[src/rtl/keyseq_pkg.sv]
// Shared types and helpers for the key_sequencer button-code dialer.
// The FSM state list grows by WAIT_LOCK when KEYSEQ_LOCK_WAIT_EN is defined.
package keyseq_pkg;

  localparam logic [1:0] KEY_NONE = 2'b00;
  localparam logic [1:0] KEY_1    = 2'b01;
  localparam logic [1:0] KEY_2    = 2'b10;

  typedef enum logic [3:0] {
    S_IDLE,
    S_CHECK,
    S_PRESS,
    S_GAP,
    S_STAR,
    S_STAR_GAP,
    S_WAIT_RESP,
    S_FINISH
`ifdef KEYSEQ_LOCK_WAIT_EN
    , S_WAIT_LOCK
`endif
  } state_t;

  // The timer is always loaded with (cycles - 1), so log2 of the largest
  // interval is enough bits.
  function automatic int cnt_width(input int a, input int b, input int c);
    int m;
    m = a;
    if (b > m) m = b;
    if (c > m) m = c;
    return (m < 2) ? 1 : $clog2(m);
  endfunction

endpackage

[src/rtl/keyseq_timer.sv]
// Loadable down-counter with a zero flag; shared by every timed state of
// the key_sequencer FSM.
module keyseq_timer
  import keyseq_pkg::*;
#(
  parameter int W = 3
) (
  input  logic         clk,
  input  logic         rst,
  input  logic         load,
  input  logic [W-1:0] load_val,
  output logic         zero
);

  logic [W-1:0] cnt_q, cnt_d;

  always_comb begin
    cnt_d = cnt_q;
    if (load) begin
      cnt_d = load_val;
    end else if (cnt_q != '0) begin
      cnt_d = cnt_q - W'(1);
    end
  end

  always_ff @(posedge clk) begin
    if (rst) cnt_q <= '0;
    else     cnt_q <= cnt_d;
  end

  assign zero = (cnt_q == '0);

endmodule

[src/rtl/key_sequencer.sv]
// Replays a latched button code as timed press pulses to the lock, then
// checks for open. Define KEYSEQ_LOCK_WAIT_EN to wait for lock before pressing.
module key_sequencer
  import keyseq_pkg::*;
#(
  parameter int MAX_DIGITS  = 4,
  parameter int PRESS_CYC   = 1,
  parameter int GAP_CYC     = 2,
  parameter int TIMEOUT_CYC = 8,
  localparam int LEN_W      = $clog2(MAX_DIGITS + 1)
) (
  input  logic                    clk,
  input  logic                    rst,
  input  logic                    start,
  input  logic [2*MAX_DIGITS-1:0] code,
  input  logic [LEN_W-1:0]        code_len,
  input  logic                    send_star,
  input  logic                    open,
  input  logic                    lock,
  output logic [1:0]              button_2_1,
  output logic                    button_star,
  output logic                    busy,
  output logic                    done,
  output logic                    pass,
  output logic                    err
);

  localparam int CNT_W = cnt_width(PRESS_CYC, GAP_CYC, TIMEOUT_CYC);
  localparam logic [CNT_W-1:0] PRESS_LD   = CNT_W'(PRESS_CYC - 1);
  localparam logic [CNT_W-1:0] GAP_LD     = CNT_W'(GAP_CYC - 1);
  localparam logic [CNT_W-1:0] TIMEOUT_LD = CNT_W'(TIMEOUT_CYC - 1);

  state_t                  state_q, state_d;
  logic [2*MAX_DIGITS-1:0] code_q, code_d;
  logic [LEN_W-1:0]        len_q, len_d;
  logic [LEN_W-1:0]        idx_q, idx_d;
  logic                    star_q, star_d;
  logic [1:0]              btn_q, btn_d;
  logic                    bstar_q, bstar_d;
  logic                    busy_q, busy_d;
  logic                    done_q, done_d;
  logic                    pass_q, pass_d;
  logic                    err_q, err_d;

  logic                    tmr_load;
  logic [CNT_W-1:0]        tmr_val;
  logic                    tmr_zero;
  logic                    bad_digit;
  logic                    begin_first;
  logic                    go_finish;
  logic [LEN_W-1:0]        nxt_idx;
  logic [1:0]              cur_digit;
  logic [1:0]              nxt_digit;

  keyseq_timer #(.W(CNT_W)) u_timer (
    .clk      (clk),
    .rst      (rst),
    .load     (tmr_load),
    .load_val (tmr_val),
    .zero     (tmr_zero)
  );

`ifndef KEYSEQ_LOCK_WAIT_EN
  logic unused_lock;
  assign unused_lock = lock;
`endif

  // Only digits below the requested length are validated.
  always_comb begin
    bad_digit = 1'b0;
    for (int i = 0; i < MAX_DIGITS; i++) begin
      if (LEN_W'(i) < len_q &&
          (code_q[2*i +: 2] == KEY_NONE || code_q[2*i +: 2] == 2'b11)) begin
        bad_digit = 1'b1;
      end
    end
  end

  assign nxt_idx   = idx_q + LEN_W'(1);
  assign cur_digit = 2'(code_q >> {idx_q, 1'b0});
  assign nxt_digit = 2'(code_q >> {nxt_idx, 1'b0});

  always_comb begin
    state_d     = state_q;
    code_d      = code_q;
    len_d       = len_q;
    idx_d       = idx_q;
    star_d      = star_q;
    btn_d       = KEY_NONE;
    bstar_d     = 1'b0;
    busy_d      = busy_q;
    done_d      = 1'b0;
    pass_d      = pass_q;
    err_d       = err_q;
    tmr_load    = 1'b0;
    tmr_val     = '0;
    begin_first = 1'b0;
    go_finish   = 1'b0;

    case (state_q)
      S_IDLE: begin
        if (start) begin
          code_d  = code;
          len_d   = code_len;
          star_d  = send_star;
          idx_d   = '0;
          pass_d  = 1'b0;
          err_d   = 1'b0;
          busy_d  = 1'b1;
          state_d = S_CHECK;
        end
      end
      S_CHECK: begin
        if (bad_digit || len_q > LEN_W'(MAX_DIGITS)) begin
          err_d     = 1'b1;
          go_finish = 1'b1;
        end else if (len_q == '0 && !star_q) begin
          go_finish = 1'b1;
        end else begin
`ifdef KEYSEQ_LOCK_WAIT_EN
          state_d  = S_WAIT_LOCK;
          tmr_load = 1'b1;
          tmr_val  = TIMEOUT_LD;
`else
          begin_first = 1'b1;
`endif
        end
      end
`ifdef KEYSEQ_LOCK_WAIT_EN
      S_WAIT_LOCK: begin
        if (lock) begin
          begin_first = 1'b1;
        end else if (tmr_zero) begin
          err_d     = 1'b1;
          go_finish = 1'b1;
        end
      end
`endif
      S_PRESS: begin
        if (tmr_zero) begin
          state_d  = S_GAP;
          tmr_load = 1'b1;
          tmr_val  = GAP_LD;
        end else begin
          btn_d = cur_digit;
        end
      end
      S_GAP: begin
        if (tmr_zero) begin
          if (nxt_idx < len_q) begin
            idx_d    = nxt_idx;
            btn_d    = nxt_digit;
            state_d  = S_PRESS;
            tmr_load = 1'b1;
            tmr_val  = PRESS_LD;
          end else if (star_q) begin
            bstar_d  = 1'b1;
            state_d  = S_STAR;
            tmr_load = 1'b1;
            tmr_val  = PRESS_LD;
          end else begin
            go_finish = 1'b1;
          end
        end
      end
      S_STAR: begin
        if (tmr_zero) begin
          state_d  = S_STAR_GAP;
          tmr_load = 1'b1;
          tmr_val  = GAP_LD;
        end else begin
          bstar_d = 1'b1;
        end
      end
      // An early open during the post-star gap already counts as a pass.
      S_STAR_GAP: begin
        if (open) pass_d = 1'b1;
        if (tmr_zero) begin
          if (pass_q || open) begin
            go_finish = 1'b1;
          end else begin
            state_d  = S_WAIT_RESP;
            tmr_load = 1'b1;
            tmr_val  = TIMEOUT_LD;
          end
        end
      end
      S_WAIT_RESP: begin
        if (open) begin
          pass_d    = 1'b1;
          go_finish = 1'b1;
        end else if (tmr_zero) begin
          go_finish = 1'b1;
        end
      end
      S_FINISH: begin
        state_d = S_IDLE;
      end
      default: begin
        state_d = S_IDLE;
      end
    endcase

    if (begin_first) begin
      tmr_load = 1'b1;
      tmr_val  = PRESS_LD;
      if (len_q == '0) begin
        bstar_d = 1'b1;
        state_d = S_STAR;
      end else begin
        btn_d   = cur_digit;
        state_d = S_PRESS;
      end
    end

    if (go_finish) begin
      state_d = S_FINISH;
      done_d  = 1'b1;
      busy_d  = 1'b0;
    end
  end

  always_ff @(posedge clk) begin
    if (rst) begin
      state_q <= S_IDLE;
      code_q  <= '0;
      len_q   <= '0;
      idx_q   <= '0;
      star_q  <= 1'b0;
      btn_q   <= KEY_NONE;
      bstar_q <= 1'b0;
      busy_q  <= 1'b0;
      done_q  <= 1'b0;
      pass_q  <= 1'b0;
      err_q   <= 1'b0;
    end else begin
      state_q <= state_d;
      code_q  <= code_d;
      len_q   <= len_d;
      idx_q   <= idx_d;
      star_q  <= star_d;
      btn_q   <= btn_d;
      bstar_q <= bstar_d;
      busy_q  <= busy_d;
      done_q  <= done_d;
      pass_q  <= pass_d;
      err_q   <= err_d;
    end
  end

  assign button_2_1  = btn_q;
  assign button_star = bstar_q;
  assign busy        = busy_q;
  assign done        = done_q;
  assign pass        = pass_q;
  assign err         = err_q;

endmodule

[config.mk]
export PLATFORM = sky130hd
export DESIGN_NAME = key_sequencer
export DESIGN_NICKNAME = d
export VERILOG_FILES = /design/src/rtl/keyseq_pkg.sv /design/src/rtl/keyseq_timer.sv /design/src/rtl/key_sequencer.sv
export SDC_FILE = /design/constraint.sdc
export NUM_CORES = 1
export LEC_CHECK = 0
export BUFFER_PORTS_ARGS = -buffer_cell sky130_fd_sc_hd__clkbuf_2
export CAP_MARGIN = 25
export CORE_MARGIN = 1.5
export CORE_UTILIZATION = 30
export CTS_CLUSTER_DIAMETER = 30
export DETAILED_ROUTE_END_ITERATION = 8
export PLACE_DENSITY = 0.54
export SYNTH_ARGS = -nofsm -noshare
export SYNTH_HDL_FRONTEND = slang
export SYNTH_SLANG_ARGS = --single-unit
[constraint.sdc]
create_clock -name clk -period 2.35 [get_ports clk]
set_input_delay 0.1175 -clock clk [delete_from_list [all_inputs] [get_ports clk]]
set_output_delay 0.1175 -clock clk [all_outputs]
set_load 0.02 [all_outputs]
After elaboration in Yosys (flattened, before gate mapping)
Cells that the tools add are included.

Output and inout port bits: 7. Input port bits: 17. Logic and storage cells: 153. Register bits after elaboration: 29.

Muxes and demuxes: 65. Equal/unequal tests: 31. Shift operators: 2. Order comparisons: 6. Reductions and logical operators: 34. Add/sub/neg operators: 2.

Operators with widths (count): two-way mux 4 bit (9); two-way mux 1 bit (32); two-way mux 3 bit (10); inequality test 4 bit (second input constant) (7); one-hot mux 4 bit (6 select lines) (1); inequality test 3 bit (second input constant) (6); AND reduction 8 bit (2); right shift 8 x 4 -> 2 bit (2); equality test 4 x 3 -> 1 bit (second input constant) (3); one-hot mux 3 bit (2 select lines) (2); two-way mux 2 bit (5); equality test 2 bit (second input constant) (4); equality test 4 x 2 -> 1 bit (second input constant) (2); zero test 2 bit (4); inequality test 2 bit (second input constant) (4); nonzero test 2 bit (4); OR reduction 2 bit (4); zero test 3 bit (2); logical OR 1 bit (6); < comparator 1 x 3 -> 1 bit (first input constant) (2); < comparator 2 x 3 -> 1 bit (first input constant) (2); one-hot mux 1 bit (2 select lines) (3); AND reduction 3 bit (2); logical AND 1 bit (5); 16 further kinds (17).

Depth between registers and ports, before layout
Gate-level depths: netlist of run 1.

Depth after elaboration: 12. Depth in mapped cells: 8. Mapped depth without buffers: 8.

Hierarchy
Synthesis of run 1 repeated with hierarchy kept, for this count alone.

Cell total of the unflattened synthesis: 213. Area total of the unflattened synthesis: 1722.9 µm².

By module, submodules not included: key_sequencer (instances 1, area an instance 1516.5 µm², cells an instance 191, sequential area each 500.5 µm²); keyseq_timer (instances 1, area an instance 206.4 µm², cells an instance 22, sequential area each 60.1 µm²).

Least setup slack after synthesis of run 1
OpenSTA, ideal clock, no wires.

Path kind: register -> register. Start point: reg idx_q[1]. End point: reg busy_q (netlist: busy). Data arrival time: 1895 ps. Path slack: 324 ps. Setup time: 132 ps. Cell stages (with the launch flop): 9. Data required time: 2218 ps. Clock period less this slack: 2026 ps. Path buffers: 0. Cell sequence: dfxtp_1 ha_1 xor2_1 ha_1 nand2_1 o21a_1 or3_1 and4_4 nor3b_1.

Word-level cells in the longest chain between the ends: 6.

Ends and longest elaborated chain: start: declaration (line key_sequencer.sv:36) `logic [LEN_W-1:0] idx_q, idx_d;`; start signal: assignment (line key_sequencer.sv:240) `idx_q <= idx_d;`; adder 3 x 1 -> 3 bit (line key_sequencer.sv:79) `assign nxt_idx = idx_q + LEN_W'(1);`; < comparator 3 bit (line key_sequencer.sv:150) `if (nxt_idx < len_q) begin`; two-way mux 1 bit (line key_sequencer.sv:150); two-way mux 1 bit (line key_sequencer.sv:149) `if (tmr_zero) begin`; one-hot mux 1 bit (4 select lines) (line key_sequencer.sv:100) `case (state_q)`; OR reduction 2 bit (no line); end signal: assignment (line key_sequencer.sv:244) `busy_q <= busy_d;`; end: declaration (line key_sequencer.sv:40) `logic busy_q, busy_d;`.

Every way passes these cells. A chain may end at the register's enable or synchronous reset.

Worst setup path in the final report of run 1
Start point: reg idx_q[1]. End point: reg state_q[1].

Word-level cells in the longest chain between the ends: 7. Elaborated cells on any way between the ends: 19. Those cells by class: 1 x add/sub; 1 x order compare; 8 x eq/ne; 8 x mux; 1 x reduce/logical.

Ends and longest elaborated chain: adder 3 x 1 -> 3 bit (*) (line key_sequencer.sv:79); < comparator 3 bit (*) (line key_sequencer.sv:150); two-way mux 1 bit or two-way mux 4 bit (tied branches) (line key_sequencer.sv:150); two-way mux 1 bit or two-way mux 4 bit (tied branches) (line key_sequencer.sv:149); one-hot mux 1 bit (4 select lines) or one-hot mux 4 bit (6 select lines) (tied branches) (line key_sequencer.sv:100); inequality test 5 bit (no line), or another cell as far along; AND reduction 8 bit (no line) or two-way mux 3 bit (tied branches); end signal: assignment (line key_sequencer.sv:237) `state_q <= state_d;`; end: declaration (line key_sequencer.sv:33) `state_t state_q, state_d;`.

Every way passes the cells marked *; elsewhere a longest branch is shown, timed or not. The select of a mux whose other input is x is not followed.

==> results of run 1 <==
## per-stage QoR
step,utilization [%],instances
2_1_floorplan,-,206
3_3_place_gp,35.4,293
3_5_place_dp,35.4,293
4_1_cts,36.7,297
5_1_grt,36.9,297
6_report,36.9,297
## power groups by stage
stage | sequential, mW | combinational [mW] | clock, mW
6_report | 0.712 | 0.983 | 0.390
3_5_place_dp | 0.724 | 0.988 | 0
3_3_place_gp | 0.723 | 0.979 | 0
5_1_grt | 0.734 | 1.12 | 0.426
2_1_floorplan | 0.693 | 0.783 | 0
4_1_cts | 0.711 | 0.995 | 0.401
## cell families after synthesis
| kind of cell | count (synthesis) | synth area share [%] |
|---|---|---|
| AND/OR/NAND/NOR | 81 | 24.5 |
| AO/OA/AOI/OAI | 61 | 22.6 |
| flip-flops | 28 | 33.9 |
| buffers and inverters | 20 | 5.60 |
| XOR/XNOR | 6 | 3.18 |
| multiplexers | 5 | 6.36 |
| adder cells (fa/ha/maj) | 5 | 3.79 |
## final cells by class
| cell class | instances | area, µm² | area share [%] |
|---|---|---|---|
| Multi-Input combinational cell | 158 | 1010 | 52.5 |
| Sequential cell | 28 | 562 | 29.2 |
| Timing Repair Buffer | 29 | 163 | 8.46 |
| Tap cell | 70 | 87.6 | 4.55 |
| Clock buffer | 3 | 41.3 | 2.15 |
| Clock inverter | 1 | 30.0 | 1.56 |
| Inverter | 8 | 30.0 | 1.56 |
## critical path: stages (launching register included)
cell,delay [ns]
dfxtp_2,0.35
ha_2,0.20
xor2_2,0.16
ha_1,0.30
nand2_1,0.06
o21a_1,0.21
or3_1,0.39
and4_4,0.18
a311oi_2,0.21
## worst max-delay path by stage
stage | startpoint | endpoint | slack [ns] | depth (start not counted)
floorplan | idx_q[1] | busy | 0.32 | 8
global placement | idx_q[1] | state_q[1] | 0.20 | 8
detailed placement | idx_q[1] | state_q[1] | 0.17 | 8
CTS | idx_q[1] | state_q[1] | 0.12 | 8
global route | idx_q[1] | button_2_1[1] | 0.04 | 8
finish | idx_q[1] | state_q[1] | 0.20 | 8
## placed cells by master (no fill, tap or decap), drive strengths merged, types with 2 or more instances in the layout
cell type	count
and4	2
nor2	19
a31oi	2
mux4	4
clkbuf	25
o311ai	2
a21oi	30
nand4	2
buf	7
o211ai	4
o2111ai	2
ha	5
xor2	6
nand3	2
nand2	32
or3	5
o22ai	2
nand2b	2
o21ai	10
nor3	8
inv	8
nor3b	2
a311oi	2
o31ai	2
dfxtp	28
## registers in the layout, indices dropped and copies added, names as in the netlist, 2 cells and up
| register | count |
|---|---|
| u_timer.cnt_q | 3 |
| idx_q | 3 |
| code_q | 8 |
| len_q | 3 |
| state_q | 3 |
| button_2_1 | 2 |
## routing by layer
metal  up-vias  share of wire (%)  track usage, %
met5         -                  0               0
met4         0                1.2            3.82
met3         5                3.5            1.43
met2        28                 46            21.7
met1       696                 49            19.6
li1        782                  -               -
## repair_timing
item / CTS / global route
endpoints found under the setup margin: 0 / 8
endpoints found under the hold margin: 0 / 0
gates resized for setup: 0 / 3
hold buffers: 0 / 0
==> impl_results.md, run 1 <==
* CTS tree: built
* Status: completed
* P_leak at 0.754 nW
* Vias in the first global route at 1403
* Overall Power at 2.09 mW
* CP max FO at 4
* Mean post-synth cell area at 8.02 µm²
* Hold Path Sink: len_q[0]
* Setup WS post-layout at 0.201 ns
* Critical hold path startpoint: code_len[0]
* Final Cell Area at 1920 µm²
* Gpl congestion at 0.778
* Seq/Total Area, Yosys at 33.9%
* Mapped Nets at 228
* GRT Util Overall at 13.7%
* Top cell type by total area after synthesis: dfxtp_1
* Hold slack at 0.0447 ns
* Yosys top cell area share at 33.9%
* PwrDens at 1080 nW/µm²
* CP Class: reg2reg
* Worst Hold Path Cells at 3
* Worst r2r src: idx_q[1]
* F_max at 465 MHz
* Final Skew at 0.00347 ns
* Switching part of the total at 41.5%
* Synth-to-Final Area Change at 16.4%
* Largest net degree at the start of global routing at 29
* Starting Density at 31.8%
* Fin nets at 250
* Place WS at 0.171 ns
* DR vias/cell at 5.09
* Syn Inst Count at 206
* I/O Buffers at 22
* DR WL/cell at 12.9 µm
* Drt first pass iters at 4
* Slew Viols, Final at 0
* Top FF cell, synth: dfxtp_1
* R2r endpoint: state_q[1]
* Post-synth top cells: 31 x nand2_1, 30 x a21oi_1, 28 x dfxtp_1, 18 x nor2_1, 9 x o21ai_0
* First-pass GRT wire length at 6720 µm
* Clock Power Share at 18.7%
* Max cap viols at 0
* Fin. Hold Viols at 0
* Setup_tns at 0 ns
* Die H at 77.2 µm
* Library cells used by synthesis at 50
* P_sw at 0.865 mW
* Worst path arrival time at 2.34 ns
* Cts bufs inserted at 3
* Critical path launch point type: register
* Slew headroom at 59.4%
* Routed Antenna Nets at 0
* Filler cells at 582
* DRT iter0 DRCs at 37
* Setup slack, reg-to-reg at 0.20 ns
* Yosys reg bits at 28
* Max VDD drop at 456 µV
* Post-synth EDFFs at 0
* Max Root-Sink Buffers at 2
* Critical Path RT at 2.54 ns
* Most frequent cell after synthesis: nand2_1
* Final WL at 3840 µm
* Root Buffer: clkbuf_8
* Die W at 77.2 µm
* HPWL after DPL at 2790 µm
* DRC at 0
* Vias at 1511
* H-tree depth at 1
* RSZ-0062 raised after global routing: false
* Async SR Flop Fraction at 0%
* Die ar. at 5960 µm²
* Placed cell areas at 1840 µm²
* Logic pwr share at 47.1%
* Fin crit share at 91.4%
* I/O pins at 24
* CP Capture Type: register
* Clock Sinks at 28
* Antenna diodes at 0
* Synth area leaders: dfxtp_1 34%, a21oi_1 9.1%, nand2_1 7.0%, nor2_1 4.1%, mux4_2 4.1%
* Tightest Pin Transition at 0.609 ns
* Row count at 26
* Clock latency on the worst-skew pair at 0.28 ns
* Initial antenna violation count at 0
* Reg power frac at 34.1%
* Clk pin slew, worst setup/hold paths at 0.10 ns
* Hold Path Class: in2reg
* Setup Fix Bufs, Post-CTS at 0
* Synth Cell Area at 1650 µm²
* Share of post-route cells with drive strength above 1 at 21.1%
* CORE AREA at 5200 µm²
* Pint at 1.22 mW
* Min Tclk post-route at 2.15 ns
* Reg2Reg Depth at 8
* Grt ovf at 0
* Ys Warns at 0
* # setup viols final at 0
Note: power is estimated with default switching activity, not from simulation.
==> run 2, diff against run 1 <==
--- a/config.mk
+++ b/config.mk
@@ -7,11 +7,15 @@
 export LEC_CHECK = 0
 export BUFFER_PORTS_ARGS = -buffer_cell sky130_fd_sc_hd__clkbuf_2
 export CAP_MARGIN = 25
+export CELL_PAD_IN_SITES_DETAIL_PLACEMENT = 0
+export CELL_PAD_IN_SITES_GLOBAL_PLACEMENT = 1
 export CORE_MARGIN = 1.5
 export CORE_UTILIZATION = 30
 export CTS_CLUSTER_DIAMETER = 30
 export DETAILED_ROUTE_END_ITERATION = 8
-export PLACE_DENSITY = 0.54
+export GPL_TIMING_DRIVEN = 0
+export PLACE_DENSITY = 0.66
 export SYNTH_ARGS = -nofsm -noshare
 export SYNTH_HDL_FRONTEND = slang
+export SYNTH_HIERARCHICAL = 1
 export SYNTH_SLANG_ARGS = --single-unit
==> impl_results.md, run 2 <==
* Row count at 27 (was 26)
* Antenna diodes at 0 (unchanged)
* Yosys reg bits at 28 (unchanged)
* CP Capture Type: register (unchanged)
* Top FF cell, synth: dfxtp_1 (unchanged)
* Vias at 1578 (was 1511)
* Root Buffer: clkbuf_8 (unchanged)
* Largest net degree at the start of global routing at 17 (was 29)
* Mapped Nets at 235 (was 228)
* Vias in the first global route at 1552 (was 1403)
* Tightest Pin Transition at 0.510 ns (was 0.609 ns)
* Initial antenna violation count at 0 (unchanged)
* Critical Path Most Common Cell: ha_4
* Hold_buf cts at 0 (unchanged)
* Hold Path Class: in2reg (unchanged)
* Setup slack, reg-to-reg at -0.07 ns (was 0.20 ns)
* Critical path launch point type: register (unchanged)
* Slowest CP cell: dfxtp_4 (was or3_1)
* Starting Density at 31.1% (was 31.8%)
* H-tree depth at 1 (unchanged)
* Xor and xnor fraction of the mapped netlist area at 2.54% (was 3.18%)
* Placed Cells at 307 (was 293)
* Fin crit share at 103% (was 91.4%)
* Top cell type by total area after synthesis: dfxtp_1 (unchanged)
* Largest family of logic cells by synthesized area: simple AND/OR/NAND/NOR gates (unchanged)
* GRT Util Overall at 14.6% (was 13.7%)
* Post-synthesis simple-gate area fraction at 30.6% (was 24.5%)
* Worst path arrival time at 2.59 ns (was 2.34 ns)
* Mean post-synth cell area at 8.09 µm² (was 8.02 µm²)
* Most frequent cell after synthesis: nand2_1 (unchanged)
* Critical hold path startpoint: send_star (was code_len[0])
* Status: complete, but fails checks (was completed)
* HPWL after DPL at 3140 µm (was 2790 µm)
* Ys Warns at 6 (was 0)
* Critical path startpoint: idx_q[1] (unchanged)
* Max cap viols at 0 (unchanged)
* CTS tree: built (unchanged)
* Async SR Flop Fraction at 0% (unchanged)
* CP Cell Sequence: ha_4, nor2b_4, or2_4, ha_4, a21o_1, a31oi_4, nor3_2, o21ai_1, a31o_2, nor4b_1, a2111oi_2 (was ha_2, xor2_2, ha_1, nand2_1, o21a_1, or3_1, and4_4, a311oi_2)
* DR vias/cell at 4.96 (was 5.09)
* I/O pins at 24 (unchanged)
* Final WL at 4190 µm (was 3840 µm)
* Critical Path RT at 2.52 ns (was 2.54 ns)
* Share of post-route cells with drive strength above 1 at 26.4% (was 21.1%)
* Grt ovf at 0 (unchanged)
* Most common cell after layout, fill and taps aside: nand2_1 (unchanged)
* I/O Buffers at 22 (unchanged)
* Clock latency on the worst-skew pair at 0.28 ns (about the same)
* Gpl congestion at 0.780 (was 0.778)
* Drt first pass iters at 4 (unchanged)
* CORE AREA at 5540 µm² (was 5200 µm²)
* Commonest cells after routing, fill and taps aside: 31 x nand2_1, 26 x dfxtp_1, 22 x clkbuf_2, 20 x a21oi_1, 18 x nor2_1 (was 31 x nand2_1, 30 x a21oi_1, 27 x dfxtp_1, 22 x clkbuf_2, 18 x nor2_1)
* Clock Sinks at 28 (unchanged)
* Max FFs per register at 8 (unchanged)
* Routed Antenna Nets at 0 (unchanged)
* Fin. Hold Viols at 0 (unchanged)
* Post-synth EDFFs at 0 (unchanged)
* Yosys top cell area share at 32.5% (was 33.9%)
* P_leak at 0.819 nW (was 0.754 nW)
* CP Class: reg2reg (unchanged)
* PwrDens at 1080 nW/µm² (about the same)
* Min Tclk post-route at 2.42 ns (was 2.15 ns)
* Filler cells at 602 (was 582)
* Multiplexer area fraction after synthesis at 5.81% (was 6.36%)
* Seq/Total Area, Yosys at 32.5% (was 33.9%)
* DRT iter0 DRCs at 47 (was 37)
* RSZ-0062 raised after global routing: true (was false)
* Setup WS post-layout at -0.0724 ns (was 0.201 ns)
* Setup_tns at -0.133 ns (was 0 ns)
* CP max FO at 8 (was 4)
* Adder-cell share of the synthesized area at 3.63% (was 3.79%)
* Util after Layout at 38.7% (was 36.9%)
* Filler-free cell count of the finished design at 318 (was 297)
* Synth Cell Area at 1720 µm² (was 1650 µm²)
* Die ar. at 6210 µm² (was 5960 µm²)
* Library cells used by synthesis at 49 (was 50)
* Slew Viols, Final at 0 (unchanged)
* Final Skew at 0.00603 ns (was 0.00347 ns)
* DRC at 0 (unchanged)
* Post-synth top cells: 31 x nand2_1, 28 x dfxtp_1, 20 x a21oi_1, 19 x nor2_1, 10 x nor2b_1 (was 31 x nand2_1, 30 x a21oi_1, 28 x dfxtp_1, 18 x nor2_1, 9 x o21ai_0)
* DR WL/cell at 13.2 µm (was 12.9 µm)
* Max Root-Sink Buffers at 2 (unchanged)
* Synth area leaders: dfxtp_1 33%, nand2_1 6.8%, a21oi_1 5.8%, mux4_2 5.2%, nor2_1 4.1% (was dfxtp_1 34%, a21oi_1 9.1%, nand2_1 7.0%, nor2_1 4.1%, mux4_2 4.1%)
* F_max at 413 MHz (was 465 MHz)
* Worst r2r src: idx_q[1] (unchanged)
* Fin nets at 269 (was 250)
* Cts bufs inserted at 3 (unchanged)
* Synth-to-Final Area Change at 24.5% (was 16.4%)
* Die W at 78.8 µm (was 77.2 µm)
* First-pass GRT wire length at 7200 µm (was 6720 µm)
* Biggest register: code_q (unchanged)
* Clk pin slew, worst setup/hold paths at 0.10 ns (about the same)
* Place WS at -0.209 ns (was 0.171 ns)
* Max VDD drop at 404 µV (was 456 µV)
* Largest stage delay, worst path at 0.36 ns (was 0.39 ns)
* Die H at 78.8 µm (was 77.2 µm)
* # setup viols final at 3 (was 0)
* Overall Power at 2.32 mW (was 2.09 mW)
* Syn Inst Count at 213 (was 206)
* Synth Area in Compound Gates at 19.5% (was 22.6%)
* Slew headroom at 65.8% (was 59.4%)
* Failing checks: setup timing
-- run 2: changes by cell type in the layout (fill, tap and decap cells not counted), moves of 4 or more --
cell and change:
buf_2 +4, clkbuf_1 +7, a21oi_1 -10, nor2b_1 +7
-- run 2: cells by family after synthesis --
kind of cell    after synthesis
fa+ha+maj                     5
flops                        28
simple gates                 96
compound gates               52
mux                           5
xor+xnor                      5
buf+inv                      22
-- run 2: repair_timing --
action	CTS	global route
setup buffers	5	2
resized for setup	4	8
setup endpoints to repair	8	7
pin swaps	7	2
-- run 2: worst paths after layout --
| check | endpoint | depth (start not counted) |
|---|---|---|
| worst min-delay path | star_q | 3 |
| worst max register to register | u_timer/cnt_q[1] | 11 |
| worst max-delay path | u_timer/cnt_q[1] | 11 |
| worst min register to register | err | 2 |
-- run 2: metal layers --
metal	GRT usage (%)	wire (µm)	share of wire (%)	vias to the layer above
li1	-	-	-	822
met1	19.5	2080	50	722
met2	23.8	1940	46	27
met3	2.18	100	2.4	7
met4	5.18	66	1.6	0
met5	0	0	0	-
-- run 2: layout make-up --
type	count	area (µm²)	share of cell area [%]
Multi-Input combinational cell	163	1160	54.3
Buffer	13	57.6	2.68
Sequential cell	28	566	26.4
Inverter	9	33.8	1.57
Timing Repair Buffer	29	163	7.58
Tap cell	72	90.1	4.20
Clock inverter	1	30.0	1.40
Clock buffer	3	41.3	1.92
-- run 2: where the power goes --
group,leakage [nW],internal [mW],switching [mW]
logic,0.554,0.541,0.727
clock network,0.0357,0.228,0.164
registers,0.230,0.578,0.0823
-- run 2: per-stage QoR --
stage          cell area [µm²]  hold WS (ns)
3_3_place_gp              1970         0.341
3_5_place_dp              1970         0.346
6_report                  2150        0.0382
5_1_grt                   2150        0.0394
2_1_floorplan             1770         0.185
4_1_cts                   2090        0.0339
-- run 2: worst max-delay path, delay by kind of cell (launching register included) --
family | cells | cell delay [ns]
simple gates | 4 | 0.83
compound gates | 5 | 0.69
fa+ha+maj | 2 | 0.43
flops | 1 | 0.36
